===== src/rtl/uart_tx_if.sv =====
// Byte-stream handshake feeding the UART transmitter.
// The source (master) offers in_data with in_valid. The transmitter (slave) returns in_ready.
interface uart_tx_if #(
    parameter int DATA_BITS = 8
);
    logic [DATA_BITS-1:0] in_data;
    logic                 in_valid;
    logic                 in_ready;

    modport master (
        output in_data,
        output in_valid,
        input  in_ready
    );

    modport slave (
        input  in_data,
        input  in_valid,
        output in_ready
    );
endinterface


===== src/rtl/uart_tx.sv =====
// 8N1-style UART transmitter with a one-entry holding register.
// A byte accepted while the line is busy waits in hold_q and is loaded the moment the
// shifter becomes free. Back-to-back frames therefore follow each other with no idle gap.
// All outputs come straight from flops.
module uart_tx #(
    parameter int CLK_DIV   = 16,
    parameter int DATA_BITS = 8,
    parameter int STOP_BITS = 1
) (
    input  logic      clk,
    input  logic      reset,
    uart_tx_if.slave  bus,
    output logic      tx,
    output logic      busy,
    output logic      done
);
    localparam int BAUD_W = $clog2(CLK_DIV);
    localparam int BIT_W  = $clog2(DATA_BITS) + 1;

    localparam logic [BAUD_W-1:0] BAUD_LAST = BAUD_W'(CLK_DIV - 1);
    localparam logic [BAUD_W-1:0] BAUD_PRE  = BAUD_W'(CLK_DIV - 2);
    localparam logic [BIT_W-1:0]  BIT_LAST  = BIT_W'(DATA_BITS - 1);
    localparam logic              STOP_LAST = 1'(STOP_BITS - 1);

    typedef enum logic [1:0] {
        IDLE  = 2'd0,
        START = 2'd1,
        DATA  = 2'd2,
        STOP  = 2'd3
    } state_t;

    state_t               state_q, state_d;
    logic [BAUD_W-1:0]    baud_q, baud_d;
    logic [BIT_W-1:0]     bit_cnt_q, bit_cnt_d;
    logic                 stop_q, stop_d;
    logic [DATA_BITS-1:0] shift_q, shift_d;
    logic [DATA_BITS-1:0] hold_q, hold_d;
    logic                 hold_full_q, hold_full_d;
    logic                 tx_q, tx_d;
    logic                 in_ready_q, in_ready_d;
    logic                 busy_q, busy_d;
    logic                 done_q, done_d;

    logic accept_s;
    logic bit_end_s;
    logic load_s;

    assign accept_s  = bus.in_valid && in_ready_q;
    assign bit_end_s = (baud_q == BAUD_LAST);

    // Next-state logic for the shifter FSM, baud/bit/stop counters and holding register.
    always_comb begin
        state_d     = state_q;
        bit_cnt_d   = bit_cnt_q;
        stop_d      = stop_q;
        shift_d     = shift_q;
        hold_d      = hold_q;
        hold_full_d = hold_full_q;
        load_s      = 1'b0;

        // The baud counter is held at zero in IDLE, so the first bit after a load lasts exactly CLK_DIV cycles.
        if ((state_q == IDLE) || bit_end_s) begin
            baud_d = '0;
        end else begin
            baud_d = baud_q + BAUD_W'(1);
        end

        case (state_q)
            IDLE: begin
                if (hold_full_q) begin
                    load_s  = 1'b1;
                    state_d = START;
                end else begin
                    state_d = IDLE;
                end
            end
            START: begin
                if (bit_end_s) begin
                    state_d   = DATA;
                    bit_cnt_d = '0;
                end else begin
                    state_d = START;
                end
            end
            DATA: begin
                if (bit_end_s) begin
                    shift_d   = shift_q >> 1;
                    bit_cnt_d = bit_cnt_q + BIT_W'(1);
                    if (bit_cnt_q == BIT_LAST) begin
                        state_d = STOP;
                        stop_d  = 1'b0;
                    end else begin
                        state_d = DATA;
                    end
                end else begin
                    state_d = DATA;
                end
            end
            STOP: begin
                if (bit_end_s) begin
                    if (stop_q == STOP_LAST) begin
                        // A waiting byte starts its frame straight out of the final stop bit.
                        if (hold_full_q) begin
                            load_s  = 1'b1;
                            state_d = START;
                        end else begin
                            state_d = IDLE;
                        end
                    end else begin
                        stop_d  = stop_q + 1'b1;
                        state_d = STOP;
                    end
                end else begin
                    state_d = STOP;
                end
            end
            default: begin
                state_d = IDLE;
            end
        endcase

        // Load and accept are exclusive: in_ready is low whenever hold_full is set.
        if (load_s) begin
            shift_d     = hold_q;
            hold_full_d = 1'b0;
        end else if (accept_s) begin
            hold_d      = bus.in_data;
            hold_full_d = 1'b1;
        end else begin
            hold_full_d = hold_full_q;
        end
    end

    // Registered outputs, derived from the next state so tx changes on the same edge as the FSM.
    always_comb begin
        case (state_d)
            START:   tx_d = 1'b0;
            DATA:    tx_d = shift_d[0];
            IDLE:    tx_d = 1'b1;
            STOP:    tx_d = 1'b1;
            default: tx_d = 1'b1;
        endcase
        in_ready_d = ~hold_full_d;
        busy_d     = (state_d != IDLE) || hold_full_d;
        // Raised one cycle early so the registered pulse lands on the last cycle of the final stop bit.
        done_d     = (state_q == STOP) && (stop_q == STOP_LAST) && (baud_q == BAUD_PRE);
    end

    // State and output registers with synchronous reset; reset discards any frame or held byte.
    always_ff @(posedge clk) begin
        if (reset) begin
            state_q     <= IDLE;
            baud_q      <= '0;
            bit_cnt_q   <= '0;
            stop_q      <= 1'b0;
            shift_q     <= '0;
            hold_q      <= '0;
            hold_full_q <= 1'b0;
            tx_q        <= 1'b1;
            in_ready_q  <= 1'b1;
            busy_q      <= 1'b0;
            done_q      <= 1'b0;
        end else begin
            state_q     <= state_d;
            baud_q      <= baud_d;
            bit_cnt_q   <= bit_cnt_d;
            stop_q      <= stop_d;
            shift_q     <= shift_d;
            hold_q      <= hold_d;
            hold_full_q <= hold_full_d;
            tx_q        <= tx_d;
            in_ready_q  <= in_ready_d;
            busy_q      <= busy_d;
            done_q      <= done_d;
        end
    end

    assign bus.in_ready = in_ready_q;
    assign tx           = tx_q;
    assign busy         = busy_q;
    assign done         = done_q;
endmodule


===== src/flat_wrapper.sv =====
// flat-port wrapper written by rule: the top's interface ports become plain ports
module uart_tx_flat 
#(
    parameter int CLK_DIV   = 16,
    parameter int DATA_BITS = 8,
    parameter int STOP_BITS = 1
)
  (clk, reset, tx, busy, done, bus_in_data, bus_in_valid, bus_in_ready);
  uart_tx_if #(.DATA_BITS(DATA_BITS)) bus_i ();
  input  logic clk;
  input  logic reset;
  output logic tx;
  output logic busy;
  output logic done;
  input wire logic [$bits(bus_i.in_data)-1:0] bus_in_data;
  input wire logic [$bits(bus_i.in_valid)-1:0] bus_in_valid;
  output wire logic [$bits(bus_i.in_ready)-1:0] bus_in_ready;
  assign bus_i.in_data = bus_in_data;
  assign bus_i.in_valid = bus_in_valid;
  assign bus_in_ready = bus_i.in_ready;
  uart_tx #(.CLK_DIV(CLK_DIV), .DATA_BITS(DATA_BITS), .STOP_BITS(STOP_BITS)) u_core (.clk(clk), .reset(reset), .bus(bus_i), .tx(tx), .busy(busy), .done(done));
endmodule

===== config.mk =====
export PLATFORM = sky130hd
export DESIGN_NAME = uart_tx_flat
export DESIGN_NICKNAME = d
export VERILOG_FILES = /design/src/rtl/uart_tx_if.sv /design/src/rtl/uart_tx.sv /design/src/flat_wrapper.sv
export SDC_FILE = /design/constraint.sdc
export NUM_CORES = 1
export LEC_CHECK = 0
export CAP_MARGIN = 10
export CORE_ASPECT_RATIO = 1.25
export CORE_MARGIN = 3
export CORE_UTILIZATION = 55
export CTS_CLUSTER_DIAMETER = 80
export DETAILED_ROUTE_END_ITERATION = 10
export GPL_ROUTABILITY_DRIVEN = 0
export PLACE_DENSITY = 0.78
export SYNTH_ARGS = -nofsm -noshare
export SYNTH_HDL_FRONTEND = slang
export SYNTH_SLANG_ARGS = --single-unit

===== constraint.sdc =====
create_clock -name clk -period 2.2 [get_ports clk]
set_input_delay 0.44 -clock clk [delete_from_list [all_inputs] [get_ports clk]]
set_output_delay 0.44 -clock clk [all_outputs]
set_load 0.005 [all_outputs]

==> run metrics <==
die height=between 60 and 70 um; # port buffers=14; share of post-route cells with drive strength above 1=a little under an eighth; FMAX=between 400 and 500 MHz; # diodes=0; I/O Pins=15; #FFs+latches synth=31; Clk Latency, worst-skew pair=roughly 0.33 ns; vias in the first global route=around 1,100; Post-synth EDFFs=0; Row Count=20; xor and xnor area share after synthesis=less than 1%; ys async rst share=0%; TritonCTS clock tree=done; Peak supply drop=roughly 510 uV; post-CTS sizing=0; mux cell area share after synthesis=9.17%; Simple-Gate Fraction of Synth Area=between 20 and 25%; post-synth top area share=between 40% and 50%; clock sink total=31; HP Class=reg -> reg; multi-input logic area=between 700 and 800 sq um; worst setup path category=reg -> reg; crit-path max FO=5; Post-synth top flop=dfxtp_1; global-route wire length before repair=4420 um; commonest non-fill, non-tap cell in the layout=dfxtp_1; Power, Total=between 1000 and 1500 uW; Worst Max-Slew Pin Slew=roughly 0.49 ns; syn avg cell area=around 9.3 sq um; leading area contributor after synthesis=dfxtp_1; WL/cell=between 10 and 15 um; Vias/cell=approximately 5.4; ranking of synthesized cells by area=dfxtp_1 (43%), ha_1 (9.5%), mux2i_1 (7.6%); WL final=2560 um; Distinct cells, synth=34; H-tree levels=2; Core Area=approximately 2500 sq um; DP Area=roughly 1600 sq um; Root Buffer=clkbuf_4; Max Slew Vio Count=0; RSZ-0062 raised after global routing=no; register area share after synthesis=between 40% and 50%; Layout fillers=a little under 200; Mapped Cells=156; cell area after layout=between 1500 and 2000 sq um; Netlist Area Pre-Place=around 1400 sq um; Critical path buffers and inverters=0; pin count of the biggest net entering global routing=21; Setup violations, final=0; antenna violation net count after detailed routing=0; Ys Warns=0; CP max stage delay=between 0.4 and 0.5 ns; hpwl dp=around 1800 um; Critical-path top delay cell=dfxtp_1; Area growth, synth to finish=17.6%; Worst-path clk slew=0.10 ns; initial antenna violation count=0; Max clock buf depth=2; # hold bufs at CTS=0; post-CTS setup buffer count=0; Leakage=between 0.0007 and 0.0008 uW; post-route clock skew=between 0.007 and 0.008 ns; crit path launch type=flop; status=finished, final reports clean; Initial DRC Count=49; Final Cycle Share=92.7%; Synth Area in Adders=under 10%; crit-path cells=ha_1, and3_1, mux2_2, o21ai_1, ha_1, nor2_1, nor2_1, o21ai_0; sequential cell area=between 600 and 700 sq um; number of max-cap violations=0; remaining global-route overflow=0; drt drc=0; crit-path leading delay family=adder cells; vias=between 1,000 and 1,500; cts bufs inserted=5; Layout Nets=~200; crit end category=flop; Die W=around 52 um; post-layout min period=2.04 ns; Setup TNS=0 ns; Starting Density=58.4%; drt first pass iters=4; WP data arrival=2.29 ns; PwrDens=656 nW/um^2; Fin. Hold Viols=0; most frequent cells in the layout=dfxtp_1 (31), nor2_1 (29), clkdlybuf4s50_1 (14); Synth Net Count=between 150 and 200; Compound-Gate Fraction of Synth Area=between 10 and 15%; largest family of logic cells by synthesized area=simple AND/OR/NAND/NOR gates; Slew Limit Headroom=between 60% and 70%; Req. time, crit path=~2.5 ns; GRT Util Overall=about 18%; Die Area=around 3300 sq um
==> tightest hold or removal path: stages, from the launching register on <==
cell and delay (ns):
dfxtp_1 0.32, nand2_1 0.05, a311oi_1 0.08
==> through the flow <==
stage | setup WS, ns | cells | utilization, % | hold WS, ns
6_report | 0.160 | 208 | 68.7 | 0.492
5_1_grt | 0.0607 | 208 | 68.7 | 0.509
4_1_cts | 0.158 | 208 | 68.5 | 0.494
3_5_place_dp | 0.174 | 200 | 65.6 | 0.478
3_3_place_gp | 0.333 | 200 | 65.6 | 0.469
2_1_floorplan | 0.249 | 156 | - | 0.456
==> where the power goes <==
part           internal (uW)  switching [uW]  total [uW]
logic                   66.2            60.2         126
clock network            187             199         386
registers                590            14.5         605
==> metal layers <==
metal | wire, um | up-vias | track usage (%)
li1 | - | 576 | -
met1 | 1230 | 510 | 22.9
met2 | 1160 | 28 | 25.8
met3 | 122 | 6 | 4.96
met4 | 55 | 0 | 11.8
met5 | 0 | - | 0
==> cell type report <==
cell class | instances | share of cell area (%)
multi-input combinational | 111 | 44.3
sequential | 31 | 36.5
timing repair buffer | 19 | 11.2
clock buffer | 7 | 3.82
tap | 33 | 2.43
inverter | 6 | 1.32
clock inverter | 1 | 0.441
==> flip-flops by register name, summed over array words and instances, names as in the netlist <==
signal and count:
u_core.baud_q 4, u_core.shift_q 8, u_core.state_q 2, u_core.bus.in_ready 1
u_core.hold_q 8, u_core.hold_full_q 1, u_core.tx 1, u_core.bit_cnt_q 4
u_core.busy 1, u_core.done 1
==> kinds of logic after synthesis <==
logic type / after synthesis
and+or+nand+nor: 63
DFF: 31
AOI/OAI and AO/OA: 23
buffers and inverters: 14
muxes: 13
adders and majority gates: 11
xor gates and xnor gates: 1
==> cell usage after synthesis (2+ instances only) <==
master,number
nor3_1,2
inv_1,6
mux2i_1,11
and2_1,2
a21oi_1,6
ha_1,11
nand3_1,8
nor4_1,2
mux2_2,2
buf_6,2
clkbuf_1,4
buf_4,2
nand2_1,10
o21ai_0,3
nor2_1,29
nand4_1,2
dfxtp_1,31
a311oi_1,6
nand2b_1,2
==> final timing paths <==
path	startpoint	endpoint	slack (ns)	depth (start not counted)
min reg2reg	u_core.shift_q[5]	u_core.shift_q[5]	0.49	2
max reg2reg	u_core.baud_q[0]	u_core.tx	0.16	8
max	u_core.baud_q[0]	u_core.tx	0.16	8
min	u_core.shift_q[5]	u_core.shift_q[5]	0.49	2
No activity file was read; power rests on OpenSTA's default activity.
